===== src/rtl/valve_sequencer.sv =====
// Purpose : fetch/decode/execute sequencer driving a 16-bit valve bank from a synchronous program ROM.
// Latency : 2 cycles per instruction (FETCH + EXEC); timed DELAY adds delay*BASE_TICKS*M cycles.
// Backpr. : none; start is ignored while busy, step is honoured only in WAIT_STEP, abort always wins.
//
// Ports:
//   clk, rst_n            clock, asynchronous active-low reset
//   start, abort, step    control pulses (abort > start/step)
//   imem_addr/imem_rdata  program ROM port, data valid one cycle after the address
//   valves                registered valve drive
//   pc                    program counter
//   busy/halted/wait_step registered status
//   done                  one-cycle pulse when HALT executes
module valve_sequencer #(
  parameter int ADDR_W     = 8,
  parameter int BASE_TICKS = 100000
) (
  input  logic              clk,
  input  logic              rst_n,
  input  logic              start,
  input  logic              abort,
  input  logic              step,
  output logic [ADDR_W-1:0] imem_addr,
  input  logic [20:0]       imem_rdata,
  output logic [15:0]       valves,
  output logic [ADDR_W-1:0] pc,
  output logic              busy,
  output logic              halted,
  output logic              wait_step,
  output logic              done
);

  localparam int BW = $clog2(BASE_TICKS);

  typedef enum logic [2:0] {
    S_IDLE,
    S_FETCH,
    S_EXEC,
    S_WAIT_DELAY,
    S_WAIT_STEP,
    S_HALTED
  } state_t;

  state_t            r_state;
  state_t            w_state_nxt;
  logic [ADDR_W-1:0] r_pc;
  logic [ADDR_W-1:0] w_pc_nxt;
  logic [ADDR_W-1:0] w_pc_inc;
  logic [15:0]       r_valves;
  logic [15:0]       w_valves_nxt;
  logic [9:0]        r_remaining;
  logic [9:0]        w_remaining_nxt;
  logic [9:0]        r_decade;
  logic [9:0]        w_decade_nxt;
  logic [9:0]        r_dec_max;
  logic [9:0]        w_dec_max_nxt;
  logic [BW-1:0]     r_base;
  logic [BW-1:0]     w_base_nxt;
  logic              r_busy;
  logic              r_halted;
  logic              r_wait_step;
  logic              r_done;
  logic              w_done_nxt;

  // Instruction fields
  logic [2:0] w_op;
  logic [3:0] w_valve;
  logic [9:0] w_delay;
  logic [2:0] w_unit;
  logic       w_bit0;

  assign w_op     = imem_rdata[20:18];
  assign w_valve  = imem_rdata[17:14];
  assign w_delay  = imem_rdata[13:4];
  assign w_unit   = imem_rdata[3:1];
  assign w_bit0   = imem_rdata[0];
  assign w_pc_inc = r_pc + ADDR_W'(1);

  // Decade terminal count (M-1) per time unit; units above 3 behave like unit 0.
  function automatic logic [9:0] unit_dec_max(input logic [2:0] unit);
    case (unit)
      3'd1:    unit_dec_max = 10'd9;
      3'd2:    unit_dec_max = 10'd99;
      3'd3:    unit_dec_max = 10'd999;
      default: unit_dec_max = 10'd0;
    endcase
  endfunction

  always_comb begin
    w_state_nxt     = r_state;
    w_pc_nxt        = r_pc;
    w_valves_nxt    = r_valves;
    w_remaining_nxt = r_remaining;
    w_decade_nxt    = r_decade;
    w_dec_max_nxt   = r_dec_max;
    w_base_nxt      = r_base;
    w_done_nxt      = 1'b0;

    if (abort) begin
      w_state_nxt     = S_IDLE;
      w_pc_nxt        = '0;
      w_valves_nxt    = '0;
      w_remaining_nxt = '0;
      w_decade_nxt    = '0;
      w_dec_max_nxt   = '0;
      w_base_nxt      = '0;
    end else begin
      case (r_state)
        S_IDLE: begin
          w_pc_nxt = '0;
          if (start) w_state_nxt = S_FETCH;
        end
        S_FETCH: w_state_nxt = S_EXEC;
        S_EXEC: begin
          case (w_op)
            3'b000: begin
              w_state_nxt = S_HALTED;
              w_done_nxt  = 1'b1;
            end
            3'b001: begin
              w_valves_nxt[w_valve] = w_bit0;
              w_pc_nxt              = w_pc_inc;
              w_state_nxt           = S_FETCH;
            end
            3'b010: begin
              if (w_bit0) begin
                w_state_nxt = S_WAIT_STEP;
              end else if (w_delay == 10'd0) begin
                w_pc_nxt    = w_pc_inc;
                w_state_nxt = S_FETCH;
              end else begin
                w_remaining_nxt = w_delay;
                w_decade_nxt    = '0;
                w_base_nxt      = '0;
                w_dec_max_nxt   = unit_dec_max(w_unit);
                w_state_nxt     = S_WAIT_DELAY;
              end
            end
            default: begin
              w_pc_nxt    = w_pc_inc;
              w_state_nxt = S_FETCH;
            end
          endcase
        end
        S_WAIT_DELAY: begin
          if (r_base == BW'(BASE_TICKS - 1)) begin
            w_base_nxt = '0;
            if (r_decade == r_dec_max) begin
              w_decade_nxt    = '0;
              w_remaining_nxt = r_remaining - 10'd1;
              // Last decrement ends the wait; counters are all back at zero.
              if (r_remaining == 10'd1) begin
                w_pc_nxt    = w_pc_inc;
                w_state_nxt = S_FETCH;
              end
            end else begin
              w_decade_nxt = r_decade + 10'd1;
            end
          end else begin
            w_base_nxt = r_base + BW'(1);
          end
        end
        S_WAIT_STEP: begin
          if (step) begin
            w_pc_nxt    = w_pc_inc;
            w_state_nxt = S_FETCH;
          end
        end
        S_HALTED: begin
          if (start) begin
            w_pc_nxt    = '0;
            w_state_nxt = S_FETCH;
          end
        end
        default: w_state_nxt = S_IDLE;
      endcase
    end
  end

  always_ff @(posedge clk or negedge rst_n) begin
    if (!rst_n) r_state <= S_IDLE;
    else        r_state <= w_state_nxt;
  end

  // Status flags are registered from the next state so they line up with r_state.
  always_ff @(posedge clk or negedge rst_n) begin
    if (!rst_n) begin
      r_pc        <= '0;
      r_valves    <= '0;
      r_remaining <= '0;
      r_decade    <= '0;
      r_dec_max   <= '0;
      r_base      <= '0;
      r_busy      <= 1'b0;
      r_halted    <= 1'b0;
      r_wait_step <= 1'b0;
      r_done      <= 1'b0;
    end else begin
      r_pc        <= w_pc_nxt;
      r_valves    <= w_valves_nxt;
      r_remaining <= w_remaining_nxt;
      r_decade    <= w_decade_nxt;
      r_dec_max   <= w_dec_max_nxt;
      r_base      <= w_base_nxt;
      r_busy      <= (w_state_nxt == S_FETCH) || (w_state_nxt == S_EXEC) ||
                     (w_state_nxt == S_WAIT_DELAY) || (w_state_nxt == S_WAIT_STEP);
      r_halted    <= (w_state_nxt == S_HALTED);
      r_wait_step <= (w_state_nxt == S_WAIT_STEP);
      r_done      <= w_done_nxt;
    end
  end

  assign imem_addr = r_pc;
  assign pc        = r_pc;
  assign valves    = r_valves;
  assign busy      = r_busy;
  assign halted    = r_halted;
  assign wait_step = r_wait_step;
  assign done      = r_done;

endmodule

===== config.mk =====
export PLATFORM = sky130hd
export DESIGN_NAME = valve_sequencer
export DESIGN_NICKNAME = d
export VERILOG_FILES = /design/src/rtl/valve_sequencer.sv
export SDC_FILE = /design/constraint.sdc
export NUM_CORES = 1
export LEC_CHECK = 0
export BUFFER_PORTS_ARGS = -buffer_cell sky130_fd_sc_hd__buf_2
export CORE_MARGIN = 2
export CORE_UTILIZATION = 50
export DETAILED_ROUTE_END_ITERATION = 6
export GPL_ROUTABILITY_DRIVEN = 0
export GPL_TIMING_DRIVEN = 1
export PLACE_DENSITY = 0.74
export SLEW_MARGIN = 25
export SYNTH_ARGS = -nofsm -noshare
export SYNTH_HDL_FRONTEND = slang
export SYNTH_SLANG_ARGS = --single-unit

===== constraint.sdc =====
create_clock -name clk -period 6.8 [get_ports clk]
set_input_delay 1.02 -clock clk [delete_from_list [all_inputs] [get_ports clk]]
set_output_delay 1.02 -clock clk [all_outputs]
set_load 0.03 [all_outputs]

# Word level (Yosys, flattened, before mapping)
# Index checks and enable logic that the tools add are counted.
# classes
add_sub_neg	4
magnitude_cmp	2
n_eq_ne	31
mux	55
n_reduce_logical	19
# op_table
cell	n
$mux W10	17
$mux W17	5
$mux W8	8
$mux W16	3
$pmux W10 S2	2
$pmux W8 S5	1
$pmux W17 S2	1
$pmux W10 S3	1
$ne A3 B3 Y1 const B	9
$eq A3 B2 Y1 const B	7
$mux W3	7
$add A17 B1 Y17 const B	1
$eq A17 B17 Y1 const B	1
$bwmux W16	1
$pmux W8 S2	1
$pmux W3 S5	1
$eq A3 B1 Y1 const B	4
$eq A3 B3 Y1 const B	4
$add A10 B1 Y10 const B	1
$eq A10 B1 Y1 const B	1
$eq A10 B10 Y1	1
$logic_not A10 Y1	1
$sub A10 B1 Y10 const B	1
$reduce_and A9 Y1	1
other kinds (20)	31
# totals
regBits	78
output_inout_bits	36
word_cells	122

# Depth between registers and ports, before layout
# Gate-level depths: netlist (run 1).
# logic_depth
ltp_word	10
depth_mapped	8
ltp_nobuf	7

# Least setup slack after synthesis (run 1)
# OpenSTA, ideal clock, no wires.
# synth_timing
path_type	input -> register
from	input imem_rdata[8]
to	register r_base[6]
arrival_time_ps	2714
setup_slack_ps	3968
path_stages	7
n_path_buf	2
cell_sequence	nor4_1 > a31oi_1 > a211oi_1 > clkbuf_1 > clkbuf_1 > nor4_1 > a21o_1
# synth_between
elab_chain_len	3
# synth_lines
item	line_no	text
start, declared	23	input logic [20:0] imem_rdata,
$logic_not A10 Y1	127	end else if (w_delay == 10'd0) begin
$ne A3 B3 Y1 (no source line)	n/a	
$reduce_and A4 Y1 (no source line)	n/a	
end signal, assigned	203	r_base <= w_base_nxt;
end, declared	56	logic [BW-1:0] r_base;
# Every way passes these cells.
# A chain may end at the register's enable or synchronous reset.

# Worst setup path after layout (run 1)
# layout_timing
from	input abort
to	register r_decade[9]
# layout_between
elab_chain_len	2
elab_cells_between_ends	7
classes_between	eq/ne: 4; mux: 1; reduce/logical: 2
# layout_lines
item	line_no	text
start, declared	20	input logic abort,
$ne A3 B3 Y1 (no source line) or $reduce_bool A3 Y1 (tied branches)	n/a	
$reduce_and A5 Y1 (no source line)	n/a	
end signal, assigned	201	r_decade <= w_decade_nxt;
end, declared	52	logic [9:0] r_decade;
# Several ways; a longest one is shown, not always the timed one.

==> results of run 1 <==
## power by group
group / switching [mW] / total, mW / internal [mW] / leakage [nW]
Sequential: 0.0133 / 0.451 / 0.438 / 0.994
Combinational: 0.0765 / 0.114 / 0.0375 / 1.11
Clock: 0.165 / 0.365 / 0.200 / 0.109
Total: 0.255 / 0.930 / 0.675 / 2.21
## logic make-up after synthesis
family / after synthesis / share of synthesized area, %
buf+inv: 43 / 4.44
mux: 10 / 2.31
fa+ha+maj: 5 / 1.42
simple gates: 212 / 26.5
xor+xnor: 4 / 0.797
flops: 72 / 41.0
compound gates: 150 / 23.6
## layer usage
metal	global-route usage (%)	vias to the layer above	routed length, um
met2	35.2	153	4940
met4	9.51	0	281
met5	0	-	0
met3	4.65	21	692
li1	-	1981	-
met1	33.7	1969	5120
## placed cells by master, fill, tap and decap left out, types with 5 or more instances in the layout
master and n:
nand2b_1 6, a22o_1 7, nor2_1 47, clkbuf_8 12
nand4_1 11, o21ai_0 30, nor4_1 7, inv_1 8
nand3_1 22, and3_1 10, a31oi_1 6, or4_1 10
nor3_1 16, or3_1 6, buf_2 61, nand2_1 42
mux2i_1 9, o31ai_1 18, ha_1 5, a22oi_1 5
dfrtp_1 72, a21oi_1 38
## worst max-delay path, cell delays in order
cell and delay [ns]:
buf_2 0.58, clkinv_1 0.48, nand3_1 0.52, nor2_2 0.24
or2_2 0.41, a221o_1 0.36
## stage by stage
step | util [%] | total power, mW | instance area [um^2]
6_report | 57.5 | 0.930 | 4960
3_5_place_dp | 54.6 | 0.570 | 4720
5_1_grt | 57.5 | 0.971 | 4960
3_3_place_gp | 54.6 | 0.567 | 4720
2_1_floorplan | - | 0.531 | 4400
4_1_cts | 57.1 | 0.933 | 4930
## registers in the layout, indices dropped and copies added (netlist names)
signal       count
r_state          3
busy             1
r_base          17
done             1
r_remaining     10
imem_addr        8
halted           1
r_dec_max        4
wait_step        1
r_decade        10
valves          16
## cell type report
cell class / count / area share (%)
Inverter: 9 / 0.681
Clock inverter: 4 / 1.03
Multi-Input combinational cell: 381 / 48.6
Timing Repair Buffer: 66 / 7.31
Tap cell: 108 / 2.72
Sequential cell: 72 / 36.3
Clock buffer: 12 / 3.33
## path summary, 6_finish.rpt
kind                             start  slack (ns)              to
min reg2reg                 r_base[11]        0.51      r_base[11]
max reg2reg                r_decade[2]        3.94    imem_addr[1]
max in group asynchronous        rst_n        5.58  r_remaining[1]
min                         r_base[11]        0.51      r_base[11]
max                              abort        3.40     r_decade[9]
min in group asynchronous        rst_n        0.65       r_base[9]
==> results.toml, run 1 <==
[clock_tree]
clk_pin_slew_ns = 0.08
cts.repair.resized = 0
numCtsBuffers = 9
cts_buffer_depth = 2
htree_levels = 3
cts_tree = "built"
root_buffer = "clkbuf_8"
postCtsHoldBufs = 0
cts_setup_buffers = 0
cts.sinks = 72
clk_latency_ns = 0.35

[timing]
drv_slew = 0
skew_ns = 0.0136
clock.fmax_mhz = 294
hold_viol = 0
setup_viol = 0
fin_ws_ns = 3.40
finalCriticalPeriod_ns = 3.40
final.period_utilization_pct = 50.1
grt_setup_unrepaired = "false"
hold-worst-slack_ns = 0.512
worstMarginPinSlew_ns = 0.992
slew_headroom_pct = 33.2
fin_setup_tns_ns = 0

[synth]
yosysTopAreaCell = "dfrtp_1"
yosysMostFrequentCell = "dfrtp_1"
yosysUniqueCellTypes = 68
ys_seq_area_share_pct = 41.0
synth_edf_count = 0
synth_seq_cells = 72
synth_common_cells = "dfrtp_1, nor2_1, nand2_1"
synth_area_leaders = "dfrtp_1, a21oi_1, nor2_1"
syn_nets = 527
synthCells = 496
synth_area_per_cell_um2 = 8.86
synth_flop_cell = "dfrtp_1"
syn_area_um2 = 4400
ys_async_sr_fraction_pct = 100
synth_top_area_share_pct = 41.0
yosys_warnings = 0

[routing]
routed_wl_um = 11000
drt_first_pass_iters = 5
ant_nets = 0
first_iter_violations = 383
avgRoutedWirePerCell_um = 16.9
vias_per_cell = 6.33
drcViolationCount = 0
vias = 4124

[die]
io_pins = 62
core-area_um2 = 8640
start_util_pct = 50.9
row_count = 34
dieArea_um2 = 9560
die_w_um = 97.8
die_y_um = 97.8

[critical_path]
worst-path-max-fanout = 40
worstRegToRegCells = 5
crit_path_end_kind = "register"
worst-setup-path-type = "input pin to register"
crit_path_start_kind = "input pin"
cp_data_required_time_ns = 7.02
crit_arrival_ns = 3.63

[flow_run]
drv_cap = 0

[layout]
syn_to_final_growth_pct = 12.9
regArea_um2 = 1800
multi_input_area_um2 = 2410
antenna_cells = 0
nFillCells = 782
finalNonFillerCells = 652
layout.nets = 570
drive_gt1_share_pct = 18.4

[pwr]
p_leak_nw = 2.21
powerDensity_nw_per_um2 = 187
ir_drop_mv = 0.103

[global_route]
grt_start_max_net_pins = 73
grt_overflow = 0
grt_pass1_vias = 3883
grt_first_pass_wirelength_um = 18600
grt_usage_pct = 23.5
antenna_found_initial = 0

[place]
hpwlAfterDp_um = 7630
pre_cts_slack_ns = 3.09
placed_cells = 635
buffer_ports.inserted = 61

[worst_hold_path]
worstHoldPathCells = 1
hold_path_class = "register to register"

[run_status]
status = "finished clean"
(Power assumes the default switching activity.)
==> run 2, diff against run 1 <==
--- a/config.mk
+++ b/config.mk
@@ -5,6 +5,7 @@
 export SDC_FILE = /design/constraint.sdc
 export NUM_CORES = 1
 export LEC_CHECK = 0
+export ABC_AREA = 1
 export BUFFER_PORTS_ARGS = -buffer_cell sky130_fd_sc_hd__buf_2
 export CORE_MARGIN = 2
 export CORE_UTILIZATION = 50
==> constraint.sdc (replaced) <==
create_clock -name clk -period 3.4 [get_ports clk]
set_input_delay 0.51 -clock clk [delete_from_list [all_inputs] [get_ports clk]]
set_output_delay 0.51 -clock clk [all_outputs]
set_load 0.03 [all_outputs]
==> results.toml, run 2 <==
[synth]
synth_edf_count = 0
synth_seq_cells = 72
synth_area_per_cell_um2 = 6.69
synthAdderAreaFrac_pct = 1.33
syn_area_um2 = 4720
synth-simple-area-share_pct = 38.0
synth_flop_cell = "dfrtp_1"
synth_common_cells = "nand2_1, nor2_1, inv_1"
synth_compound_area_share_pct = 9.86
yosysTopAreaCell = "dfrtp_1"
yosys_warnings = 0
synth.area.mux_share_pct = 0
yosysMostFrequentCell = "nand2_1"
syn_nets = 736
yosysUniqueCellTypes = 37
ys_async_sr_fraction_pct = 100
ys_seq_area_share_pct = 38.2
synthCells = 705
synth_area_leaders = "dfrtp_1, nand2_1, nor2_1"
synth_top_family_by_area = "simple AND/OR/NAND/NOR gates"
synth_top_area_share_pct = 38.2
synth_xor_area_share_pct = 2.23

[critical_path]
crit_slowest_cell = "dfrtp_1"
cp_data_required_time_ns = 3.63
worst-setup-path-type = "register to register"
worstRegToRegCells = 10
crit_path_start_kind = "register"
crit_path_end_kind = "register"
rr_startpoint = "r_state[2]"
crit_arrival_ns = 2.63
cp_cell_sequence = "nor2_4 -> nand2_4 -> inv_2 -> o21ai_1 -> nand2_1 -> nand3_4 -> inv_4 -> nand2_2 -> nand2_1 -> o21ai_1"
crit_path_start = "r_state[2]"
crit_path_max_incr_delay_ns = 0.44
worst-path-max-fanout = 26

[global_route]
grt_pass1_vias = 4405
grt_start_max_net_pins = 29
antenna_found_initial = 0
grt_first_pass_wirelength_um = 19600
grt_overflow = 0
grt_usage_pct = 23.9

[pwr]
p_leak_nw = 2.91
powerDensity_nw_per_um2 = 365
ir_drop_mv = 0.271
fin_total_pwr_mw = 1.91

[layout]
largest_reg_flops = 17
mostFrequentLayoutCells = "nand2_1, nor2_1, inv_1"
multi_input_area_um2 = 2430
nFillCells = 884
top_register = "r_base"
layout.nets = 787
final_common_cell = "nand2_1"
syn_to_final_growth_pct = 11.1
drive_gt1_share_pct = 13.7
regArea_um2 = 1800
finish.utilization_pct = 57.0
antenna_cells = 0

[worst_hold_path]
hold_path_class = "input pin to async pin"

[timing]
fin_setup_tns_ns = 0
finalCriticalPeriod_ns = 2.40
grt_setup_unrepaired = "false"
drv_slew = 0
slew_headroom_pct = 38.3
setup_viol = 0
clock.fmax_mhz = 416
skew_ns = 0.0102
hold_viol = 0
hold-worst-slack_ns = 0.171
worstMarginPinSlew_ns = 0.922
final.period_utilization_pct = 70.7

[run_status]
status = "finished clean"

[die]
die_w_um = 101
row_count = 35
start_util_pct = 51.3
die_y_um = 101
io_pins = 62
core-area_um2 = 9200
dieArea_um2 = 10200

[routing]
drt_first_pass_iters = 6
first_iter_violations = 278
vias_per_cell = 5.33
avgRoutedWirePerCell_um = 13.1
ant_nets = 0
drcViolationCount = 0
vias = 4647
routed_wl_um = 11400

[clock_tree]
cts.repair.resized = 0
htree_levels = 3
cts_buffer_depth = 2
postCtsHoldBufs = 0
numCtsBuffers = 9
root_buffer = "clkbuf_8"
cts_setup_buffers = 0
clk_latency_ns = 0.35
cts_tree = "built"
cts.sinks = 72
clk_pin_slew_ns = 0.07

[flow_run]
drv_cap = 0

[place]
buffer_ports.inserted = 61
hpwlAfterDp_um = 8340
run 2: cell types whose count changed after synthesis, moves of 12 or more:
cell and delta:
inv_1 +76, nor2_1 +42, o31ai_1 -17, nand3_1 +32, nand2_1 +174, o21ai_1 +28
clkbuf_1 -12, a21oi_1 -22
run 2: logic make-up (layout without fill, tap and decap cells):
family	count (synthesis)	after routing
xor gates and xnor gates	12	12
buffers and inverters	115	171
AOI/OAI and AO/OA	89	89
adders and majority gates	5	5
DFF	72	72
and+or+nand+nor	412	412
run 2: power by group:
part | internal (mW) | switching, mW | total (mW) | leakage [nW]
combinational | 0.0885 | 0.214 | 0.302 | 1.81
sequential | 0.884 | 0.0287 | 0.912 | 0.993
clock | 0.378 | 0.321 | 0.699 | 0.103
total | 1.35 | 0.564 | 1.91 | 2.91
run 2: stage by stage:
| step | cells | worst slack [ns] | area [um^2] |
|---|---|---|---|
| 3_5_place_dp | 856 | 0.683 | 5040 |
| 3_3_place_gp | 856 | 0.755 | 5040 |
| 4_1_cts | 872 | 0.954 | 5240 |
| 5_1_grt | 872 | 0.737 | 5240 |
| 6_report | 872 | 0.998 | 5240 |
| 2_1_floorplan | 705 | 1.73 | 4720 |
run 2: area by class of cell:
class                           instances  share of cell area [%]
Timing Repair Buffer                   65                    6.39
Tap cell                              111                    2.65
Sequential cell                        72                    34.4
Multi-Input combinational cell        518                    46.3
Clock inverter                          3                   0.764
Clock buffer                           13                    3.03
Inverter                               90                    6.49
run 2: worst paths after layout:
check,endpoint,slack (ns)
setup / recovery,r_decade[1],1.0
hold / removal,r_base[10],0.17
setup reg to reg,r_decade[1],1.0
hold reg to reg,r_dec_max[3],0.50
max in group asynchronous,valves[12],2.43
min in group clk,r_dec_max[8],0.42
run 2: worst max-delay path: cells and delay by family, from the launching register on:
family                 cells  cell delay (ns)
DFF                        1             0.44
buffers and inverters      2             0.61
AOI/OAI and AO/OA          2             0.17
and+or+nand+nor            6             1.06
run 2: routing by layer:
layer  share of wire, %  vias to the layer above  track usage (%)
met5                  0                        -                0
met4                1.9                        0             9.98
met3                5.5                       17             4.14
met2                 49                      143             40.6
met1                 44                     2154             30.3
li1                   -                     2333                -
==> run 3, diff against run 2 <==
--- a/config.mk
+++ b/config.mk
@@ -12,7 +12,7 @@
 export DETAILED_ROUTE_END_ITERATION = 6
 export GPL_ROUTABILITY_DRIVEN = 0
 export GPL_TIMING_DRIVEN = 1
-export PLACE_DENSITY = 0.74
+export PLACE_DENSITY = 0.76
 export SLEW_MARGIN = 25
 export SYNTH_ARGS = -nofsm -noshare
 export SYNTH_HDL_FRONTEND = slang
==> constraint.sdc (replaced) <==
create_clock -name clk -period 2 [get_ports clk]
set_input_delay 0.3 -clock clk [delete_from_list [all_inputs] [get_ports clk]]
set_output_delay 0.3 -clock clk [all_outputs]
set_load 0.03 [all_outputs]
==> results.toml, run 3 (same netlist as run 2, synthesis figures left out) <==
[run_status]
status = "finished clean"

[timing]
grt_setup_unrepaired = "false"
slew_headroom_pct = 68.1
finalCriticalPeriod_ns = 1.85
hold_viol = 0
worstMarginPinSlew_ns = 0.479
setup_viol = 0
drv_slew = 0
skew_ns = 0.0113
fin_setup_tns_ns = 0
final.period_utilization_pct = 92.4
clock.fmax_mhz = 541

[routing]
vias = 4724
ant_nets = 0
avgRoutedWirePerCell_um = 13.2
vias_per_cell = 5.34
routed_wl_um = 11700
drt_first_pass_iters = 5
first_iter_violations = 264
drcViolationCount = 0

[pwr]
clkPwrFrac_pct = 39.3
p_leak_nw = 2.98
p_sw_share_pct = 29.3
switchingPower_mw = 1.02
power_frac_seq_pct = 44.7
ir_drop_mv = 0.529
p_comb_share_pct = 15.9
powerDensity_nw_per_um2 = 638
fin_total_pwr_mw = 3.47
p_int_mw = 2.45

[global_route]
antenna_found_initial = 0
grt_usage_pct = 24.0
grt_first_pass_wirelength_um = 19700
grt_pass1_vias = 4285
grt_overflow = 0
grt_start_max_net_pins = 31

[critical_path]
r2r_end = "imem_addr[3]"
worst-setup-path-type = "register to register"
crit_path_end_kind = "register"
crit_path_frequent_cell = "nand2_1"
cp_data_required_time_ns = 2.29
crit_slowest_cell = "dfrtp_1"
crit_arrival_ns = 2.14
path_delay_family = "simple AND/OR/NAND/NOR gates"
reg2reg_slack_ns = 0.15
crit_buf_inv = 2
worstRegToRegCells = 12
crit_path_start_kind = "register"
worst-path-max-fanout = 6
rr_startpoint = "r_base[1]"
cp_cell_sequence = "ha_2 -> nand2_1 -> inv_2 -> nand2_2 -> nor2_2 -> nand2_2 -> nand2_4 -> nand2_1 -> nor2_4 -> buf_6 -> nand3_1 -> nand2_1"
crit_path_max_incr_delay_ns = 0.40

[clock_tree]
cts.sinks = 72
clk_pin_slew_ns = 0.09
root_buffer = "clkbuf_8"
htree_levels = 3
cts_buffer_depth = 2
cts_tree = "built"
numCtsBuffers = 9
clk_latency_ns = 0.36

[layout]
top_register = "r_base"
antenna_cells = 0
layout.nets = 800
drive_gt1_share_pct = 15.8
final_common_cell = "nand2_1"
syn_to_final_growth_pct = 15.0
finish.utilization_pct = 59.0
largest_reg_flops = 17
nFillCells = 854
mostFrequentLayoutCells = "nand2_1, nor2_1, inv_1"
finalNonFillerCells = 885

[die]
row_count = 35
dieArea_um2 = 10200
die_w_um = 101
start_util_pct = 51.3
die_y_um = 101
core-area_um2 = 9200
io_pins = 62

[worst_hold_path]
worstHoldPathCells = 3
hold_end = "r_dec_max[8]"
worstHoldStart = "imem_rdata[1]"
hold_path_class = "input pin to register"

[place]
placed_cells = 865
hpwlAfterDp_um = 8410
buffer_ports.inserted = 61

[flow_run]
drv_cap = 0
-- run 3: cell types whose count changed in the layout (fill, tap and decap cells not counted), moves of 2 or more --
| cell | change |
|---|---|
| clkinv_2 | -2 |
| nand2_1 | -2 |
| nand2_4 | +3 |
| buf_4 | +9 |
-- run 3: worst max path at each step --
stage          startpoint      endpoint  slack, ns  depth (start not counted)
5_1_grt        r_state[2]   r_decade[2]       0.01                         10
3_5_place_dp    r_base[0]  imem_addr[2]       0.02                         12
6_report        r_base[1]  imem_addr[3]       0.15                         12
3_3_place_gp    r_base[0]  imem_addr[3]       0.05                         12
4_1_cts         r_base[0]  imem_addr[6]      0.007                         12
2_1_floorplan   r_base[0]  imem_addr[5]       0.34                         12
-- run 3: layout make-up --
class                   count  area (um^2)  area share, %
clock buffers              12          155           2.86
clock inverters             4         76.3           1.41
inverters                  90          340           6.27
multi-input cells         519         2470           45.5
flip-flops and latches     72         1800           33.2
well taps                 111          139           2.56
repair buffers             77          444           8.18
-- run 3: per-layer routing --
layer / global-route usage (%) / vias up / share of wire [%]
met1: 32.0 / 2208 / 45
li1: - / 2364 / -
met3: 4.62 / 15 / 5.7
met4: 8.11 / 0 / 1.5
met2: 39.4 / 137 / 48
met5: 0 / - / 0
-- run 3: worst reg2reg max path, delay by kind of cell, from the launching register on --
| family | cells | cell delay, ns |
|---|---|---|
| adders and majority gates | 1 | 0.21 |
| and+or+nand+nor | 9 | 0.96 |
| DFF | 1 | 0.40 |
| buffers and inverters | 2 | 0.23 |
-- run 3: stage by stage --
stage          setup WS (ns)  hold slack [ns]  cell area (um^2)
5_1_grt               0.0131            0.236              5430
6_report               0.151            0.220              5430
3_5_place_dp          0.0208            0.290              5120
2_1_floorplan          0.341          0.00441              4720
3_3_place_gp          0.0513            0.296              5120
4_1_cts              0.00685            0.204              5370
-- run 3: timing repair --
| action | 4_1_cts | 5_1_grt |
|---|---|---|
| resized for setup | 0 | 11 |
| hold buffers | 1 | 0 |
| buffers inserted | 0 | 2 |
| gates cloned | 0 | 1 |
| setup endpoints to repair | 3 | 28 |
| hold endpoints to repair | 15 | 0 |
| pin swaps | 1 | 2 |
-- run 3: power groups by stage --
stage / Sequential, mW / Clock (mW) / Combinational [mW]
2_1_floorplan: 1.58 / 0 / 0.353
3_3_place_gp: 1.58 / 0 / 0.524
3_5_place_dp: 1.58 / 0 / 0.535
4_1_cts: 1.55 / 1.38 / 0.539
5_1_grt: 1.56 / 1.45 / 0.626
6_report: 1.55 / 1.36 / 0.552
